$ cat config.mk
export PLATFORM = sky130hd
export DESIGN_NAME = cdc_word_arbiter
export DESIGN_NICKNAME = d
export VERILOG_FILES = /design/src/rtl/cdc_word_arbiter.sv
export SDC_FILE = /design/constraint.sdc
export NUM_CORES = 1
export LEC_CHECK = 0
export CAP_MARGIN = 0
export CORE_MARGIN = 4
export CORE_UTILIZATION = 37
export DETAILED_ROUTE_END_ITERATION = 6
export PLACE_DENSITY = 0.76
export SLEW_MARGIN = 20
export SYNTH_ARGS = -nofsm -noshare
export SYNTH_HDL_FRONTEND = slang
export SYNTH_SLANG_ARGS = --single-unit
$ cat constraint.sdc
create_clock -name i_clk -period 1.61 [get_ports i_clk]
set_input_delay 0.161 -clock i_clk [delete_from_list [all_inputs] [get_ports i_clk]]
set_output_delay 0.161 -clock i_clk [all_outputs]
set_load 0.01 [all_outputs]
$ cat src/rtl/cdc_word_arbiter.sv
// ---------------------------------------------------------------------------
// cdc_word_arbiter
// Round-robin scheduler for the single-word fast-to-slow crossing. Runs in
// the fast clock domain and shares one S-bit crossing among N requesters.
// A granted word is held on o_xfer_data with o_xfer_valid=1 for HOLD cycles,
// then GAP idle cycles follow before the next grant. This way the slow side
// only ever samples a settled word.
//
// Ports
//   i_clk        fast clock; all logic on the rising edge
//   i_reset      synchronous, active-high reset
//   i_req        per-requester level request, held until grant
//   i_req_data   packed request words, requester i at [i*S +: S]
//   o_grant      one-hot, single-cycle pulse: requester's word captured
//   o_xfer_data  word driven to the crossing (async_data)
//   o_xfer_valid high while o_xfer_data is inside its HOLD window
//   o_xfer_src   index of the requester that owns o_xfer_data
//   o_busy       high while in HOLD or GAP
// ---------------------------------------------------------------------------
module cdc_word_arbiter #(
    parameter int unsigned  S     = 12,
    parameter int unsigned  N     = 4,
    parameter int unsigned  HOLD  = 4,
    parameter int unsigned  GAP   = 2,
    localparam int unsigned SRC_W = (N > 1) ? $clog2(N) : 1
) (
    input  logic              i_clk,
    input  logic              i_reset,
    input  logic [N-1:0]      i_req,
    input  logic [N*S-1:0]    i_req_data,
    output logic [N-1:0]      o_grant,
    output logic [S-1:0]      o_xfer_data,
    output logic              o_xfer_valid,
    output logic [SRC_W-1:0]  o_xfer_src,
    output logic              o_busy
);

    localparam int unsigned CNT_MAX = (HOLD > GAP) ? HOLD : GAP;
    localparam int unsigned CNT_W   = $clog2(CNT_MAX + 1);

    typedef enum logic [1:0] {
        ST_IDLE = 2'd0,
        ST_HOLD = 2'd1,
        ST_GAP  = 2'd2
    } state_t;

    state_t           r_state;
    state_t           w_state_nxt;
    logic [CNT_W-1:0] r_cnt;
    logic [CNT_W-1:0] w_cnt_nxt;
    logic [SRC_W-1:0] r_last_src;
    logic [SRC_W-1:0] w_last_src_nxt;

    logic [N-1:0]     r_grant;
    logic [N-1:0]     w_grant_nxt;
    logic [S-1:0]     r_xfer_data;
    logic [S-1:0]     w_xfer_data_nxt;
    logic             r_xfer_valid;
    logic             w_xfer_valid_nxt;
    logic [SRC_W-1:0] r_xfer_src;
    logic [SRC_W-1:0] w_xfer_src_nxt;
    logic             r_busy;
    logic             w_busy_nxt;

    logic             w_win_found;
    logic [SRC_W-1:0] w_winner;
    logic [S-1:0]     w_win_data;
    int unsigned      w_idx;

    // Round-robin search: start one past the last owner, wrap N-1 -> 0.
    always_comb begin
        w_win_found = 1'b0;
        w_winner    = '0;
        w_idx       = 0;
        for (int unsigned k = 0; k < N; k++) begin
            w_idx = 32'(r_last_src) + 32'd1 + k;
            if (w_idx >= N) begin
                w_idx = w_idx - N;
            end
            if (!w_win_found && i_req[SRC_W'(w_idx)]) begin
                w_win_found = 1'b1;
                w_winner    = SRC_W'(w_idx);
            end
        end
    end

    // Word of the selected requester.
    always_comb begin
        w_win_data = i_req_data[32'(w_winner) * S +: S];
    end

    // Next-state and next-output logic.
    always_comb begin
        w_state_nxt      = r_state;
        w_cnt_nxt        = r_cnt;
        w_last_src_nxt   = r_last_src;
        w_grant_nxt      = '0;
        w_xfer_data_nxt  = r_xfer_data;
        w_xfer_src_nxt   = r_xfer_src;
        w_xfer_valid_nxt = 1'b0;
        w_busy_nxt       = 1'b0;

        case (r_state)
            ST_IDLE: begin
                if (w_win_found) begin
                    w_state_nxt           = ST_HOLD;
                    w_cnt_nxt             = CNT_W'(HOLD - 1);
                    w_last_src_nxt        = w_winner;
                    w_grant_nxt[w_winner] = 1'b1;
                    w_xfer_data_nxt       = w_win_data;
                    w_xfer_src_nxt        = w_winner;
                    w_xfer_valid_nxt      = 1'b1;
                    w_busy_nxt            = 1'b1;
                end
            end

            // Counter holds the number of HOLD cycles still to follow.
            ST_HOLD: begin
                w_busy_nxt = 1'b1;
                if (r_cnt == '0) begin
                    w_state_nxt = ST_GAP;
                    w_cnt_nxt   = CNT_W'(GAP - 1);
                end else begin
                    w_cnt_nxt        = r_cnt - CNT_W'(1);
                    w_xfer_valid_nxt = 1'b1;
                end
            end

            // Last GAP cycle drops busy so IDLE samples req right after.
            ST_GAP: begin
                if (r_cnt == '0) begin
                    w_state_nxt = ST_IDLE;
                end else begin
                    w_cnt_nxt  = r_cnt - CNT_W'(1);
                    w_busy_nxt = 1'b1;
                end
            end

            default: begin
                w_state_nxt = ST_IDLE;
            end
        endcase
    end

    // State and output registers; reset aborts any in-flight word.
    always_ff @(posedge i_clk) begin
        if (i_reset) begin
            r_state      <= ST_IDLE;
            r_cnt        <= '0;
            r_last_src   <= SRC_W'(N - 1);
            r_grant      <= '0;
            r_xfer_data  <= '0;
            r_xfer_valid <= 1'b0;
            r_xfer_src   <= '0;
            r_busy       <= 1'b0;
        end else begin
            r_state      <= w_state_nxt;
            r_cnt        <= w_cnt_nxt;
            r_last_src   <= w_last_src_nxt;
            r_grant      <= w_grant_nxt;
            r_xfer_data  <= w_xfer_data_nxt;
            r_xfer_valid <= w_xfer_valid_nxt;
            r_xfer_src   <= w_xfer_src_nxt;
            r_busy       <= w_busy_nxt;
        end
    end

    assign o_grant      = r_grant;
    assign o_xfer_data  = r_xfer_data;
    assign o_xfer_valid = r_xfer_valid;
    assign o_xfer_src   = r_xfer_src;
    assign o_busy       = r_busy;

endmodule

* Word level (Yosys, flattened, before mapping)
Cells that the tools add are included.
W data, S select, Z words.
** Operators by class
- $add $sub $neg :: 9
- Multiply operators :: 1
- $lt $le $gt $ge :: 10
- Equal/unequal tests :: 6
- Shifts and indexed selects :: 1
- Multiplexer cells :: 34
- Bitwise operators :: 2
- Reduce and logical (&&, ||, !) cells :: 14
** Operators by type and width (count)
- $shiftx A48 B7 Y12 :: 1
- $mux W2 :: 11
- $lt A2 B3 Y1 const B :: 5
- $ge A4 B3 Y1 const B :: 3
- $mux W1 :: 11
- $mux W3 :: 3
- $pmux W3 S3 :: 1
- $add A3 B2 Y4 const B :: 2
- $bmux W1 S2 :: 4
- $ne A2 B2 Y1 const B :: 4
- $sub A2 B1 Y2 const B :: 4
- $pmux W2 S3 :: 1
- $reduce_and A3 Y1 :: 2
- $add A3 B1 Y4 const B :: 1
- $logic_and A1 B1 Y1 :: 4
- $mul A2 B2 Y4 const B :: 1
- $add A2 B1 Y3 const B :: 1
- $ge A3 B3 Y1 const B :: 1
- $logic_not A1 Y1 :: 3
- $logic_not A3 Y1 :: 1
- $pmux W1 S3 :: 1
- $reduce_bool A3 Y1 :: 1
- $reduce_or A3 Y1 :: 1
- $sub A3 B1 Y3 const B :: 1
- other kinds (8) :: 9
** Storage, ports and cells
- Bits in registers :: 27
- Input port bits :: 54
- Output and inout port bits :: 20
- Word-level logic and storage cells :: 85

* Logic depth before layout (Yosys ltp)
- Depth after elaboration :: 19
- Mapped depth :: 7
- Mapped depth without buffers :: 7

* Least setup slack after synthesis
Ideal clock, no wire load.
- Kind :: register to register
- Start :: register r_cnt[0]
- End :: register r_cnt[2]
- Library setup time :: 127 ps
- Arrival time :: 1535 ps
- Data required time :: 1483 ps
- Path slack :: -52 ps
- Stages on the path, launching flop included :: 8
- Path buffers :: 0
- Clock period less this slack :: 1662 ps
- Cell sequence :: dfxtp_1 > inv_1 > ha_1 > nor2b_1 > a221oi_1 > o31ai_1 > a22oi_1 > nor2_1
** Between the ends
- Cells in the longest elaborated chain, start to end :: 3
- Elaborated cells between the ends (all ways) :: 7
- Those cells by class :: add/sub: 1; eq/ne: 1; mux: 3; reduce/logical: 2
** Ends and longest elaborated chain
- from (decl) :: RTL line 49 : logic [CNT_W-1:0] r_cnt;
- from (signal assigned) :: RTL line 158 : r_cnt <= w_cnt_nxt;
- $sub A3 B1 Y3 or $logic_not A3 Y1 (tied branches)
- $mux W3 (tied with other cells) :: RTL line 131 : if (r_cnt == '0) begin
- $pmux W3 S3 or $reduce_and A3 Y1 (tied branches)
Several ways; a longest one is shown, not always the timed one. The select of a mux whose other input is x is not followed.
A chain may end at the register's enable or synchronous reset.

* Worst setup path in the final report
- Start :: register r_last_src[0]
- End :: register r_xfer_data[9], in the netlist o_xfer_data[9]
** Between the ends
- Cells in the longest elaborated chain, start to end :: 17
- Elaborated cells between the ends (all ways) :: 41
- Those cells by class :: add/sub: 8; mul: 1; order compare: 4; shift: 1; mux: 20; reduce/logical: 7
** Ends and longest elaborated chain
- from (decl) :: RTL line 51 : logic [SRC_W-1:0] r_last_src;
- from (signal assigned) :: RTL line 150 : r_last_src <= SRC_W'(N - 1);
- from (signal assigned) :: RTL line 159 : r_last_src <= w_last_src_nxt;
- $add A2 B1 Y3 * :: RTL line 76 : w_idx = 32'(r_last_src) + 32'd1 + k;
- branches (longest 16 deep; another with $add A3 B1 Y4)
- to (signal assigned) :: RTL line 161 : r_xfer_data <= w_xfer_data_nxt;
- to (decl) :: RTL line 56 : logic [S-1:0] r_xfer_data;
Mark *: on every way between the ends. The select of a mux whose other input is x is not followed.

==> qor.csv <==
metric,value,unit
buffers_added_on_ports,73,
root_buffer,sky130_fd_sc_hd__clkbuf_8,
cts.clk_slew.worst_paths,0.10,ns
finalCriticalPeriod,1.61,ns
synthesis.area_per_instance,8.20,um2
path_buf_inv,2,
multiInputGateArea,1050,um2
net_switching_power_figure,1.50,mW
timing.critical_path.to_type,flop,
met3_length,295,um
n_antenna_cell,0,
grt.total_usage,0.171,
path_class,flop to flop,
synth.yosys.seq_area_share,0.336,
start_kind,flop,
netlist-cell-type-count,34,
max_slew_margin,0.775,
global_route_wire_length_before_repair,7490,um
critical_path.max_stage_delay,0.34,ns
synth_warnings,0,
design.final.nets,349,
boundaryPins,74,
clock_sink_count,27,
area_growth_syn_to_layout,67.4,%
run_status,finished with violations,
number_of_global_route_vias_before_repair,1570,
regToRegStartpoint,r_last_src[0],
synthesis.area,1610,um2
rows,23,
grt_start_max_net_pins,27,
1st_pass_router_iterations,4,
irDropWorstVdd,0.655,mV
synthTopCellsByArea,"sky130_fd_sc_hd__dfxtp_1, sky130_fd_sc_hd__nand2_1, sky130_fd_sc_hd__a211oi_1",
fin_util,0.654,
required,1.79,ns
weighted_congestion_at_the_end_of_routability_driven_global_placement,0.850,
fillerInstances,345,
htree_levels,1,
met1_length,2240,um
routed_wire_length_per_instance,15.1,um
core-area,4120,um2
violations_in_the_final_reports,setup timing,
final_max_slew_viol_count,0,
avg_vias_per_cell,5.22,
drive_gt1_frac,0.198,
hold_buffers,0,
worst_path_dominant_cell_family,compound AO/OA/AOI/OAI gates,
pwr-share-seq,0.274,
synth_top_cell_by_area,sky130_fd_sc_hd__dfxtp_1,
internal-power,2.34,mW
clock.fmax,620,MHz
initial_antenna_violation_count,0,
power_density,1430,nW/um2
synth_top_cell_area_share,0.336,
final.setup_skew,0.00501,ns
min_delay_path_depth,2,
crit_chain,and2b_1 > buf_6 > o21ai_2 > o211ai_1 > buf_4 > and3_1 > o31ai_1,
seq_area,547,um2
worstSkewPairLatency,0.27,ns
clock_power_share,0.101,
cp_max_fo,13,
power.total,3.84,mW
crit-reg2reg-capture,o_xfer_data[9],
drt_iter0_drc,85,
report.final.hold_viol_count,0,
power.share.combinational,0.625,
maxCapViolations,0,
post-route-worst-setup-slack,-0.00188,ns
swShare,0.390,
vias,1763,
crit_slowest_cell,sky130_fd_sc_hd__dfxtp_2,
timing.critical_path.depth,7,
synthCells,196,
die_x,73.9,um
timing_worst_slew_pin_value,0.337,ns
globalRouteOverflowTotal,0,
hold_path.startpoint,o_xfer_data[4],
die_y,73.9,um
synth_fp_nets,256,
ys_ff_latch,27,
drt_wirelength,5090,um
clock_path_buffers,2,
timing.reg2reg.setup_slack,-0.002,ns
instances_no_fill,338,
dieArea,5460,um2
r2r_cells,7,
dr.max_layer_used,met4,
finalCritPeriodShare,1.00,
final_cell_mix,"sky130_fd_sc_hd__clkdlybuf4s50_1, sky130_fd_sc_hd__nand2_1, sky130_fd_sc_hd__dfxtp_1, sky130_fd_sc_hd__buf_4, sky130_fd_sc_hd__and3_1",
worst_case_hold_path_end_point,o_xfer_data[4],
placed_cells,330,
worst-endpoint-arrival,1.79,ns
tritoncts_clock_tree,done,
layout.cells.most_common,sky130_fd_sc_hd__clkdlybuf4s50_1,
detail-route-antenna-nets,0,
tritoncts.num_buffers,3,
grt_setup_unrepaired,yes,
worstHoldPathType,flop to flop,
hpwl,3640,um
detail_route.drc_violations,0,
met2RoutedLength,2510,um
initial_core_util,0.391,
report.final.setup_viol,1,
leakage,1.09,nW
worst max-delay path by stage:
stage / startpoint / end / slack [ns]
2_1_floorplan: r_last_src[1] / o_xfer_data[11] / 0.06
3_3_place_gp: i_req[1] / o_xfer_data[10] / -0.35
3_5_place_dp: i_req[1] / o_xfer_data[9] / -0.48
4_1_cts: i_req[0] / o_xfer_src[0] / -0.01
5_1_grt: r_last_src[0] / o_xfer_data[9] / -0.10
6_report: r_last_src[0] / o_xfer_data[9] / -0.002
per-stage QoR:
step | setup slack (ns) | TNS (ns) | hold WS (ns) | cell area [um2]
global route | -0.103 | -1.02 | 0.510 | 2690
global placement | -0.351 | -6.87 | 0.470 | 2520
floorplan | 0.0630 | 0 | 0.348 | 1610
finish | -0.00188 | -0.00188 | 0.495 | 2690
CTS | -0.0133 | -0.0257 | 0.493 | 2620
detailed placement | -0.481 | -8.38 | 0.475 | 2520
final cells by class:
cell class	count	area share
inverter	6	0.00837
clock buffer	3	0.0153
tap	50	0.0232
sequential	27	0.203
timing repair buffer	101	0.359
multi-input combinational	150	0.389
clock inverter	1	0.00186
cell families (layout without fill, tap and decap cells):
kind of cell               after synthesis  count (layout)  synth area share
AOI/OAI and AO/OA                       53              53             0.241
buffers and inverters                   19             111            0.0716
and+or+nand+nor                         91              91             0.304
DFF                                     27              27             0.336
adders and majority gates                6               6            0.0467
flip-flops by register name, indices dropped and copies added (netlist names):
signal,cells
o_xfer_src,2
o_xfer_data,12
r_last_src,2
o_xfer_valid,1
o_busy,1
r_state,2
o_grant,4
r_cnt,3
power groups by stage:
stage	logic, mW	clock network (mW)	registers [mW]
after CTS	2.26	0.398	1.04
after global routing	2.61	0.432	1.08
after global placement	2.15	0	1.05
after detailed placement	2.17	0	1.06
after floorplan	1.14	0	1.13
final	2.40	0.389	1.05
worst reg2reg max path: stages, from the launching register on:
cell,delay [ns]
sky130_fd_sc_hd__dfxtp_2,0.34
sky130_fd_sc_hd__and2b_1,0.21
sky130_fd_sc_hd__buf_6,0.13
sky130_fd_sc_hd__o21ai_2,0.12
sky130_fd_sc_hd__o211ai_1,0.13
sky130_fd_sc_hd__buf_4,0.21
sky130_fd_sc_hd__and3_1,0.16
sky130_fd_sc_hd__o31ai_1,0.23
cell usage after synthesis (all sizes together):
library cell	count
dfxtp	27
nand2	27
and3	14
a211oi	13
o31ai	13
and2	12
nand3b	12
nor2	12
a21oi	10
buf	9
o21ai	7
ha	6
inv	6
clkbuf	4
nor2b	4
nand2b	3
nor3	3
o211ai	2
a211o	1
a21o	1
a221oi	1
a22oi	1
and2b	1
nor4	1
nor4b	1
o21bai	1
o221a	1
o221ai	1
o22ai	1
or3b	1
metal layers:
metal,global-route usage,up-vias
met5,0,-
met4,0.0543,0
met3,0.0192,4
met2,0.280,57
met1,0.236,809
li1,-,893
repair_timing:
item / 4_1_cts / 5_1_grt
hold endpoints to repair: 0 / 0
cloned: 1 / 1
setup endpoints to repair: 16 / 21
setup buffers: 0 / 2
pin swaps: 1 / 4
resized for setup: 11 / 18
Power figures use the tool's default switching activity.
